File: src/rtl/fetch_controller_if.sv
// Handshake and memory bus between the fetch controller and the datapath/instruction memory.
// master is the controller side; slave is the datapath/memory side.
interface fetch_controller_if;
    logic        Start;
    logic        Halt;
    logic [31:0] IMemAddress;
    logic [31:0] IMemInstruction;
    logic        Redirect;
    logic [31:0] RedirectTarget;
    logic        InstrValid;
    logic        InstrReady;
    logic [31:0] Instruction;
    logic [31:0] PCPlus4;
    logic [1:0]  BufCount;
    logic        Running;

    modport master (
        input  Start, Halt, IMemInstruction, Redirect, RedirectTarget, InstrReady,
        output IMemAddress, InstrValid, Instruction, PCPlus4, BufCount, Running
    );

    modport slave (
        output Start, Halt, IMemInstruction, Redirect, RedirectTarget, InstrReady,
        input  IMemAddress, InstrValid, Instruction, PCPlus4, BufCount, Running
    );
endinterface

File: src/rtl/fetch_controller.sv
// Instruction fetch sequencer: owns the PC, fills a 2-entry fetch buffer from a
// combinational instruction memory and presents words to decode over valid/ready.
module fetch_controller #(
    parameter logic [31:0] RESET_PC = 32'h0000_0000
) (
    input  logic              Clk,
    input  logic              Reset,
    fetch_controller_if.master bus
);

    typedef enum logic [1:0] {
        S_IDLE   = 2'd0,
        S_FETCH  = 2'd1,
        S_HALTED = 2'd2
    } state_t;

    state_t      r_state;
    state_t      w_state_nxt;
    logic [31:0] r_pc;
    logic [31:0] r_buf_instr [2];
    logic [31:0] r_buf_pc4   [2];
    logic        r_head;
    logic [1:0]  r_count;
    logic [31:0] r_instr_out;
    logic [31:0] r_pc4_out;

    logic        w_pop;
    logic        w_push;
    logic        w_redirect;
    logic        w_tail;
    logic        w_head_nxt;
    logic [1:0]  w_count_nxt;
    logic [31:0] w_pc_plus4;
    logic [31:0] w_head_instr_nxt;
    logic [31:0] w_head_pc4_nxt;
    logic        w_unused_tgt;

    assign w_unused_tgt = &{1'b0, bus.RedirectTarget[1:0]};

    always_ff @(posedge Clk or negedge Reset) begin
        if (!Reset) begin
            r_state <= S_IDLE;
        end else begin
            r_state <= w_state_nxt;
        end
    end

    // Halt wins over Start; Halt in IDLE is ignored.
    always_comb begin
        w_state_nxt = r_state;
        unique case (r_state)
            S_IDLE:   if (bus.Start) w_state_nxt = S_FETCH;
            S_FETCH:  if (bus.Halt) w_state_nxt = S_HALTED;
            S_HALTED: if (bus.Start && !bus.Halt) w_state_nxt = S_FETCH;
            default:  w_state_nxt = S_IDLE;
        endcase
    end

    always_comb begin
        w_pc_plus4 = r_pc + 32'd4;
        w_pop      = (r_count != 2'd0) && bus.InstrReady;
        w_redirect = bus.Redirect && (r_state != S_IDLE);
        w_push     = (r_state == S_FETCH) && !w_redirect
                     && ((r_count != 2'd2) || w_pop);
        // With two entries the tail slot is the head slot being popped.
        w_tail     = r_head ^ r_count[0];
        w_head_nxt = r_head ^ w_pop;

        w_count_nxt = r_count;
        if (w_redirect) begin
            w_count_nxt = 2'd0;
        end else if (w_push && !w_pop) begin
            w_count_nxt = r_count + 2'd1;
        end else if (!w_push && w_pop) begin
            w_count_nxt = r_count - 2'd1;
        end

        // Forward the word being written when it lands in the new head slot.
        if (w_push && (w_tail == w_head_nxt)) begin
            w_head_instr_nxt = bus.IMemInstruction;
            w_head_pc4_nxt   = w_pc_plus4;
        end else begin
            w_head_instr_nxt = r_buf_instr[w_head_nxt];
            w_head_pc4_nxt   = r_buf_pc4[w_head_nxt];
        end
    end

    always_ff @(posedge Clk or negedge Reset) begin
        if (!Reset) begin
            r_pc    <= RESET_PC;
            r_head  <= 1'b0;
            r_count <= 2'd0;
        end else begin
            r_count <= w_count_nxt;
            r_head  <= w_head_nxt;
            if (bus.Redirect) begin
                r_pc <= {bus.RedirectTarget[31:2], 2'b00};
            end else if (w_push) begin
                r_pc <= w_pc_plus4;
            end
        end
    end

    always_ff @(posedge Clk or negedge Reset) begin
        if (!Reset) begin
            for (int i = 0; i < 2; i++) begin
                r_buf_instr[i] <= '0;
                r_buf_pc4[i]   <= '0;
            end
        end else if (w_push) begin
            r_buf_instr[w_tail] <= bus.IMemInstruction;
            r_buf_pc4[w_tail]   <= w_pc_plus4;
        end
    end

    // Output registers hold the last presented word once the buffer empties.
    always_ff @(posedge Clk or negedge Reset) begin
        if (!Reset) begin
            r_instr_out <= '0;
            r_pc4_out   <= '0;
        end else if (!w_redirect && (w_count_nxt != 2'd0)) begin
            r_instr_out <= w_head_instr_nxt;
            r_pc4_out   <= w_head_pc4_nxt;
        end
    end

    assign bus.IMemAddress = r_pc;
    assign bus.InstrValid  = (r_count != 2'd0);
    assign bus.Instruction = r_instr_out;
    assign bus.PCPlus4     = r_pc4_out;
    assign bus.BufCount    = r_count;
    assign bus.Running     = (r_state == S_FETCH);

endmodule
File: src/flat_wrapper.sv
// flat-port wrapper written by rule: the top's interface ports become plain ports
module fetch_controller_flat 
#(
    parameter logic [31:0] RESET_PC = 32'h0000_0000
)
  (Clk, Reset, bus_Start, bus_Halt, bus_IMemInstruction, bus_Redirect, bus_RedirectTarget, bus_InstrReady, bus_IMemAddress, bus_InstrValid, bus_Instruction, bus_PCPlus4, bus_BufCount, bus_Running);
  fetch_controller_if bus_i ();
  input  logic Clk;
  input  logic Reset;
  input wire logic [$bits(bus_i.Start)-1:0] bus_Start;
  input wire logic [$bits(bus_i.Halt)-1:0] bus_Halt;
  input wire logic [$bits(bus_i.IMemInstruction)-1:0] bus_IMemInstruction;
  input wire logic [$bits(bus_i.Redirect)-1:0] bus_Redirect;
  input wire logic [$bits(bus_i.RedirectTarget)-1:0] bus_RedirectTarget;
  input wire logic [$bits(bus_i.InstrReady)-1:0] bus_InstrReady;
  output wire logic [$bits(bus_i.IMemAddress)-1:0] bus_IMemAddress;
  output wire logic [$bits(bus_i.InstrValid)-1:0] bus_InstrValid;
  output wire logic [$bits(bus_i.Instruction)-1:0] bus_Instruction;
  output wire logic [$bits(bus_i.PCPlus4)-1:0] bus_PCPlus4;
  output wire logic [$bits(bus_i.BufCount)-1:0] bus_BufCount;
  output wire logic [$bits(bus_i.Running)-1:0] bus_Running;
  assign bus_i.Start = bus_Start;
  assign bus_i.Halt = bus_Halt;
  assign bus_i.IMemInstruction = bus_IMemInstruction;
  assign bus_i.Redirect = bus_Redirect;
  assign bus_i.RedirectTarget = bus_RedirectTarget;
  assign bus_i.InstrReady = bus_InstrReady;
  assign bus_IMemAddress = bus_i.IMemAddress;
  assign bus_InstrValid = bus_i.InstrValid;
  assign bus_Instruction = bus_i.Instruction;
  assign bus_PCPlus4 = bus_i.PCPlus4;
  assign bus_BufCount = bus_i.BufCount;
  assign bus_Running = bus_i.Running;
  fetch_controller #(.RESET_PC(RESET_PC)) u_core (.Clk(Clk), .Reset(Reset), .bus(bus_i));
endmodule
File: config.mk
export PLATFORM = sky130hd
export DESIGN_NAME = fetch_controller_flat
export DESIGN_NICKNAME = d
export VERILOG_FILES = /design/src/rtl/fetch_controller_if.sv /design/src/rtl/fetch_controller.sv /design/src/flat_wrapper.sv
export SDC_FILE = /design/constraint.sdc
export NUM_CORES = 1
export LEC_CHECK = 0
export BUFFER_PORTS_ARGS = -buffer_cell sky130_fd_sc_hd__buf_2
export CAP_MARGIN = 20
export CORE_UTILIZATION = 45
export CTS_CLUSTER_SIZE = 14
export DETAILED_ROUTE_END_ITERATION = 8
export PLACE_DENSITY = 0.66
export SETUP_SLACK_MARGIN = 0.02
export SKIP_CTS_REPAIR_TIMING = 1
export SYNTH_ARGS = -nofsm -noshare
export SYNTH_HDL_FRONTEND = slang
export SYNTH_SLANG_ARGS = --single-unit
File: constraint.sdc
create_clock -name Clk -period 3 [get_ports Clk]
set_clock_uncertainty 0.15 [all_clocks]
set_input_delay 0.75 -clock Clk [delete_from_list [all_inputs] [get_ports Clk]]
set_output_delay 0.75 -clock Clk [all_outputs]
set_load 0.01 [all_outputs]
# ---- After elaboration in Yosys (flattened, before gate mapping)
# Cells that the tools add are included.
dict set report classes {
  add_sub_neg 3
  order_cmp 3
  eq_ne 7
  muxes 21
  bitwise_logic 4
  n_reduce_logical 21
}
# operator count
set op_table {}
lappend op_table {{$mux 32} 11}
lappend op_table {{$bwmux 64} 2}
lappend op_table {{$add 32x3->32 const B} 1}
lappend op_table {{$demux 32 s1} 1}
lappend op_table {{$mux 2} 6}
lappend op_table {{$logic_and 1x1->1} 10}
lappend op_table {{$reduce_bool 2->1} 4}
lappend op_table {{$ne 2x2->1 const B} 3}
lappend op_table {{$pmux 2 s3} 1}
lappend op_table {{$ge 2x2->1 const B} 2}
lappend op_table {{$logic_not 1->1} 4}
lappend op_table {{$not 1->2} 2}
lappend op_table {{$reduce_and 3->1} 1}
lappend op_table {{$add 2x1->2 const B} 1}
lappend op_table {{$eq 2x1->1 const B} 1}
lappend op_table {{$eq 2x2->1 const B} 1}
lappend op_table {{$logic_not 2->1} 1}
lappend op_table {{$lt 2x1->1 const B} 1}
lappend op_table {{$ne 2x1->1 const B} 1}
lappend op_table {{$sub 2x1->2 const B} 1}
lappend op_table {{$xor 1x1->1} 2}
lappend op_table {{$eq 1x1->1} 1}
lappend op_table {{$logic_or 1x1->1} 1}
dict set report totals {
  regBits 229
  word_cells 69
}

# ---- Longest topological paths before layout
dict set report depth {
  word_depth 12
  depth_mapped 12
  depth_no_buf 8
}

# ---- Worst setup path before layout
# No wires, ideal clock.
dict set report synth_path {
  path_type {flip-flop to flip-flop}
  start {reg u_core.r_count[0] (netlist: u_core.bus.BufCount[0])}
  end {reg u_core.r_pc4_out[10] (netlist: u_core.bus.PCPlus4[10])}
  setup_ps 125
  t_arrival_ps 2532
  setup_slack_ps 193
  path_stages_with_launch 12
  path_buffers 3
  period_less_slack_ps 2807
  path_cell_list {dfrtp_1 clkbuf_1 inv_1 ha_1 nor2b_1 buf_2 mux2i_1 o221ai_2 inv_2 nor3_4 buf_2 mux2_2}
}
dict set report synth_via {
  elab_chain_cells 11
}
# element line_no
set synth_lines {}
lappend synth_lines {{start, declared} fetch_controller.sv:23} ;# logic [1:0] r_count;
lappend synth_lines {{start signal, assigned} fetch_controller.sv:94} ;# r_count <= w_count_nxt;
lappend synth_lines {{$reduce_bool 2->1} fetch_controller.sv:61} ;# w_pop = (r_count != 2'd0) && bus.InstrReady;
lappend synth_lines {{$logic_and 1x1->1} fetch_controller.sv:61}
lappend synth_lines {{$logic_or 1x1->1} fetch_controller.sv:64} ;# && ((r_count != 2'd2) || w_pop);
lappend synth_lines {{$logic_and 1x1->1} fetch_controller.sv:64}
lappend synth_lines {{$logic_not 1->1} fetch_controller.sv:74} ;# end else if (!w_push && w_pop) begin
lappend synth_lines {{$logic_and 1x1->1} fetch_controller.sv:74}
lappend synth_lines {{$mux 2} fetch_controller.sv:74}
lappend synth_lines {{$mux 2 *} fetch_controller.sv:72} ;# end else if (w_push && !w_pop) begin
lappend synth_lines {{$mux 2 *} fetch_controller.sv:70} ;# if (w_redirect) begin
lappend synth_lines {{net u_core.w_count_nxt[1]} fetch_controller.sv:32} ;# logic [1:0] w_count_nxt;
lappend synth_lines {{$reduce_bool 2->1 *} fetch_controller.sv:121} ;# end else if (!w_redirect && (w_count_nxt != 2'd0)) begin
lappend synth_lines {{$logic_and 1x1->1 *} fetch_controller.sv:121}
lappend synth_lines {{end signal, assigned} fetch_controller.sv:123} ;# r_pc4_out <= w_head_pc4_nxt;
lappend synth_lines {{end, declared} fetch_controller.sv:25} ;# logic [31:0] r_pc4_out;
# The timed path passes the listed nets; every way through them passes the cells marked *. The select of a mux whose other input is x is not followed.
# A chain may end at the register's enable or synchronous reset.

# ---- Worst setup path in the final report
dict set report layout_path {
  start {reg u_core.r_pc[9] (netlist: u_core.bus.IMemAddress[9])}
  end {reg u_core.r_pc[21] (netlist: u_core.bus.IMemAddress[21])}
}
dict set report layout_via {
  elab_chain_cells 3
}
# element line_no
set layout_lines {}
lappend layout_lines {{start, declared} fetch_controller.sv:19} ;# logic [31:0] r_pc;
lappend layout_lines {{start signal, assigned} fetch_controller.sv:97} ;# r_pc <= {bus.RedirectTarget[31:2], 2'b00};
lappend layout_lines {{start signal, assigned} fetch_controller.sv:99} ;# r_pc <= w_pc_plus4;
lappend layout_lines {{$add 32x3->32} fetch_controller.sv:60} ;# w_pc_plus4 = r_pc + 32'd4;
lappend layout_lines {{$mux 32} fetch_controller.sv:98} ;# end else if (w_push) begin
lappend layout_lines {{$mux 32} fetch_controller.sv:96} ;# if (bus.Redirect) begin
# No other way between the ends. The select of a mux whose other input is x is not followed.

==> summary.txt <==
Status
  – Status: completed

Logic synthesis
  – Area contributors post-synth: dfrtp_1 (52%), mux2_2 (9.1%), nor2_1 (4.0%), mux2i_1 (3.8%), a21oi_1 (2.9%)
  – Synth top cells by count: dfrtp_1 (221), nor2_1 (113), mux2_2 (86)
  – Share of the synthesized area in the top cell type: 51.73%
  – Register area share after synthesis: 51.73%
  – Most used DFF post-synth: dfrtp_1
  – Most common cell in the netlist: dfrtp_1
  – Area leader, netlist: dfrtp_1
  – Syn Inst Count: 1,003
  – Flops & latches, synth: 221
  – EDFF count, synth: 0
  – Yosys cell types: 60
  – Share of flip-flops with an asynchronous set or reset: 100.0%
  – Syn Area/Cell: 10.66 um^2
  – Synth Warn #: 0
  – Post-synthesis cell area: 10,690 um^2

Floorplan
  – Rows: 56
  – Total Die Area: 24,380 um^2
  – I/O pin cnt: 170
  – Die W: 156.1 um
  – Core region area: 23,400 um^2
  – Die Height: 156.1 um
  – Initial Util: 45.69%

Timing
  – Final Hold Vio Count: 0
  – Period utilisation layout: 86.59%
  – Max Slew Vio Count: 0
  – Rel. slew slack: 64.40%
  – Final setup viols: 0
  – Clock period minus final worst setup slack: 2.598 ns
  – Hold WS: 0.02730 ns
  – TNS Setup: 0 ns
  – Achievable Freq: 384.9 MHz
  – Slew @ Worst Pin: 0.5301 ns
  – Unrepaired setup endpoints after global routing: false

Clock tree
  – Clock tree buffer depth: 3
  – CTS buffer count: 26
  – Clk root buf: clkbuf_16
  – Worst-skew pair later-pin latency: 0.52 ns
  – CTS tree: done
  – Clock transition at path regs: 0.06 ns
  – H-Tree Depth: 1
  – Sink Count: 221

Final layout
  – FILL cells: 2,109
  – Util after Layout: 55.55%
  – Sequential standard cell area: 5530 um^2
  – Layout area overhead: 21.59%
  – Ratio of cells with drive above 1 in the final layout: 29.83%
  – Multi-input logic area: 4818 um^2
  – NumNets Final: 1,233

Route
  – First-pass detailed-route iteration total: 5
  – DR iter-0 viols: 446
  – Routed wire per std cell: 18.44 um
  – Vias/cell: 5.622
  – Post-route DRC: 0
  – WL final: 27.65 mm
  – Antenna viol nets, final: 0
  – Via count: 8,433

Global routing
  – Largest net degree at the start of global routing: 66
  – Gr usage total: 23.03%
  – First-pass GRT wire length: 44.17 mm
  – Vias in the first global route: 8,194
  – Gr ovfl total: 0
  – Initial antenna violation count: 1

Place
  – GPL Wtd Cong: 0.8476
  – Port bufs: 163
  – HPWL after detailed placement: 17.95 mm

Critical path
  – Required @ worst endpoint: 3.23 ns
  – Crit end category: flip-flop
  – Startpoint class of the critical path: flip-flop
  – Crit path max fanout: 9
  – CP Data Arrival Time: 2.83 ns
  – Critical path type: reg2reg
  – Crit path cell chain: nand4_2, or4_1, o31a_1, nor2_1, o21ai_0
  – Path depth of the worst reg2reg path: 5
  – Slowest stage delay, CP: 0.75 ns
  – Crit-path slowest cell: or4_1

Power
  – Peak supply drop: 641.2 uV
  – Leak: 5.687 nW
  – Pwr dens: 1230 nW/um^2

Run
  – Max-cap violations: 0

Min path
  – Min-Delay Path Class: in2async
## state kept, by name, summed over array words and instances, names as in the netlist
signal	flops
u_core.bus.BufCount	2
u_core.bus.IMemAddress	30
u_core.bus.Instruction	32
u_core.bus.PCPlus4	30
u_core.r_buf_instr	64
u_core.r_buf_pc4	60
u_core.r_head	1
u_core.r_state	2
## path summary, 6_finish.rpt
check,from,endpoint,slack (ns)
max,u_core.bus.IMemAddress[9],u_core.bus.IMemAddress[21],0.40
min,Reset,u_core.bus.Instruction[12],0.03
max reg2reg,u_core.bus.IMemAddress[9],u_core.bus.IMemAddress[21],0.40
min reg2reg,u_core.bus.PCPlus4[23],u_core.bus.PCPlus4[23],0.34
max in group asynchronous,Reset,u_core.r_buf_pc4[36],1.97
min in group Clk,bus_RedirectTarget[29],u_core.bus.IMemAddress[29],0.30
## stage by stage
| stage | area [um^2] | instances | setup WS [ns] | total power [mW] |
|---|---|---|---|---|
| finish | 13000 | 1500 | 0.4022 | 15.98 |
| global route | 13000 | 1500 | 0.1483 | 17.12 |
| CTS | 13000 | 1499 | 0.3825 | 16.11 |
| detailed placement | 12130 | 1451 | 0.1976 | 12.93 |
| global placement | 12130 | 1451 | 0.2152 | 12.74 |
| floorplan | 10700 | 1006 | 0.1932 | 10.38 |
## power by group
part | total, mW | switching, mW | leakage, nW | internal [mW]
logic | 7.48 | 4.06 | 2.64 | 3.42
clock network | 3.13 | 1.21 | 0.428 | 1.93
registers | 5.37 | 0.887 | 2.62 | 4.48
## critical path: cells and delay by family, from the launching register on
| kind | cells | cell delay, ns |
|---|---|---|
| and+or+nand+nor | 3 | 1.28 |
| AOI/OAI and AO/OA | 2 | 0.52 |
| DFF | 1 | 0.51 |
## cells by family (layout without fill, tap and decap cells)
logic type / count (synthesis) / count (layout) / synth area share [%]
buffers and inverters: 95 / 269 / 3.874
flip-flops: 221 / 221 / 51.73
AO/OA/AOI/OAI: 235 / 235 / 14.99
adder cells (fa/ha/maj): 3 / 3 / 0.3511
multiplexers: 127 / 127 / 12.90
XOR/XNOR: 20 / 20 / 1.638
other: 1 / 5 / 0.03507
AND/OR/NAND/NOR: 301 / 301 / 14.49
## metal layers
layer / vias to the layer above / global-route usage, % / part of all wire [%]
li1: 3994 / - / -
met5: - / 0 / 0
met4: 0 / 5.462 / 1.7
met1: 4193 / 31.47 / 44
met3: 41 / 3.000 / 4.8
met2: 205 / 38.84 / 49
## final cells by class
class	instances	area share [%]
repair buffers	206	10.18
diodes	1	0.01925
flip-flops and latches	221	42.54
multi-input cells	690	37.06
clock buffers	42	6.246
inverters	15	0.4331
well taps	319	3.070
clock inverters	6	0.4427
## cell usage in the layout (no fill, tap or decap), drive strengths merged, types with 8 or more instances in the layout
| cell | n |
|---|---|
| nor2 | 113 |
| inv | 15 |
| a211oi | 37 |
| clkbuf | 42 |
| o21ai | 31 |
| a22oi | 17 |
| dfrtp | 221 |
| mux2 | 86 |
| a21oi | 63 |
| mux2i | 41 |
| nand4 | 44 |
| nor2b | 40 |
| a32oi | 8 |
| nor4 | 14 |
| a22o | 9 |
| nand2 | 33 |
| buf | 206 |
| nor3 | 14 |
| o31ai | 38 |
| xnor2 | 17 |
| nand3 | 16 |
(Power assumes the default switching activity.)
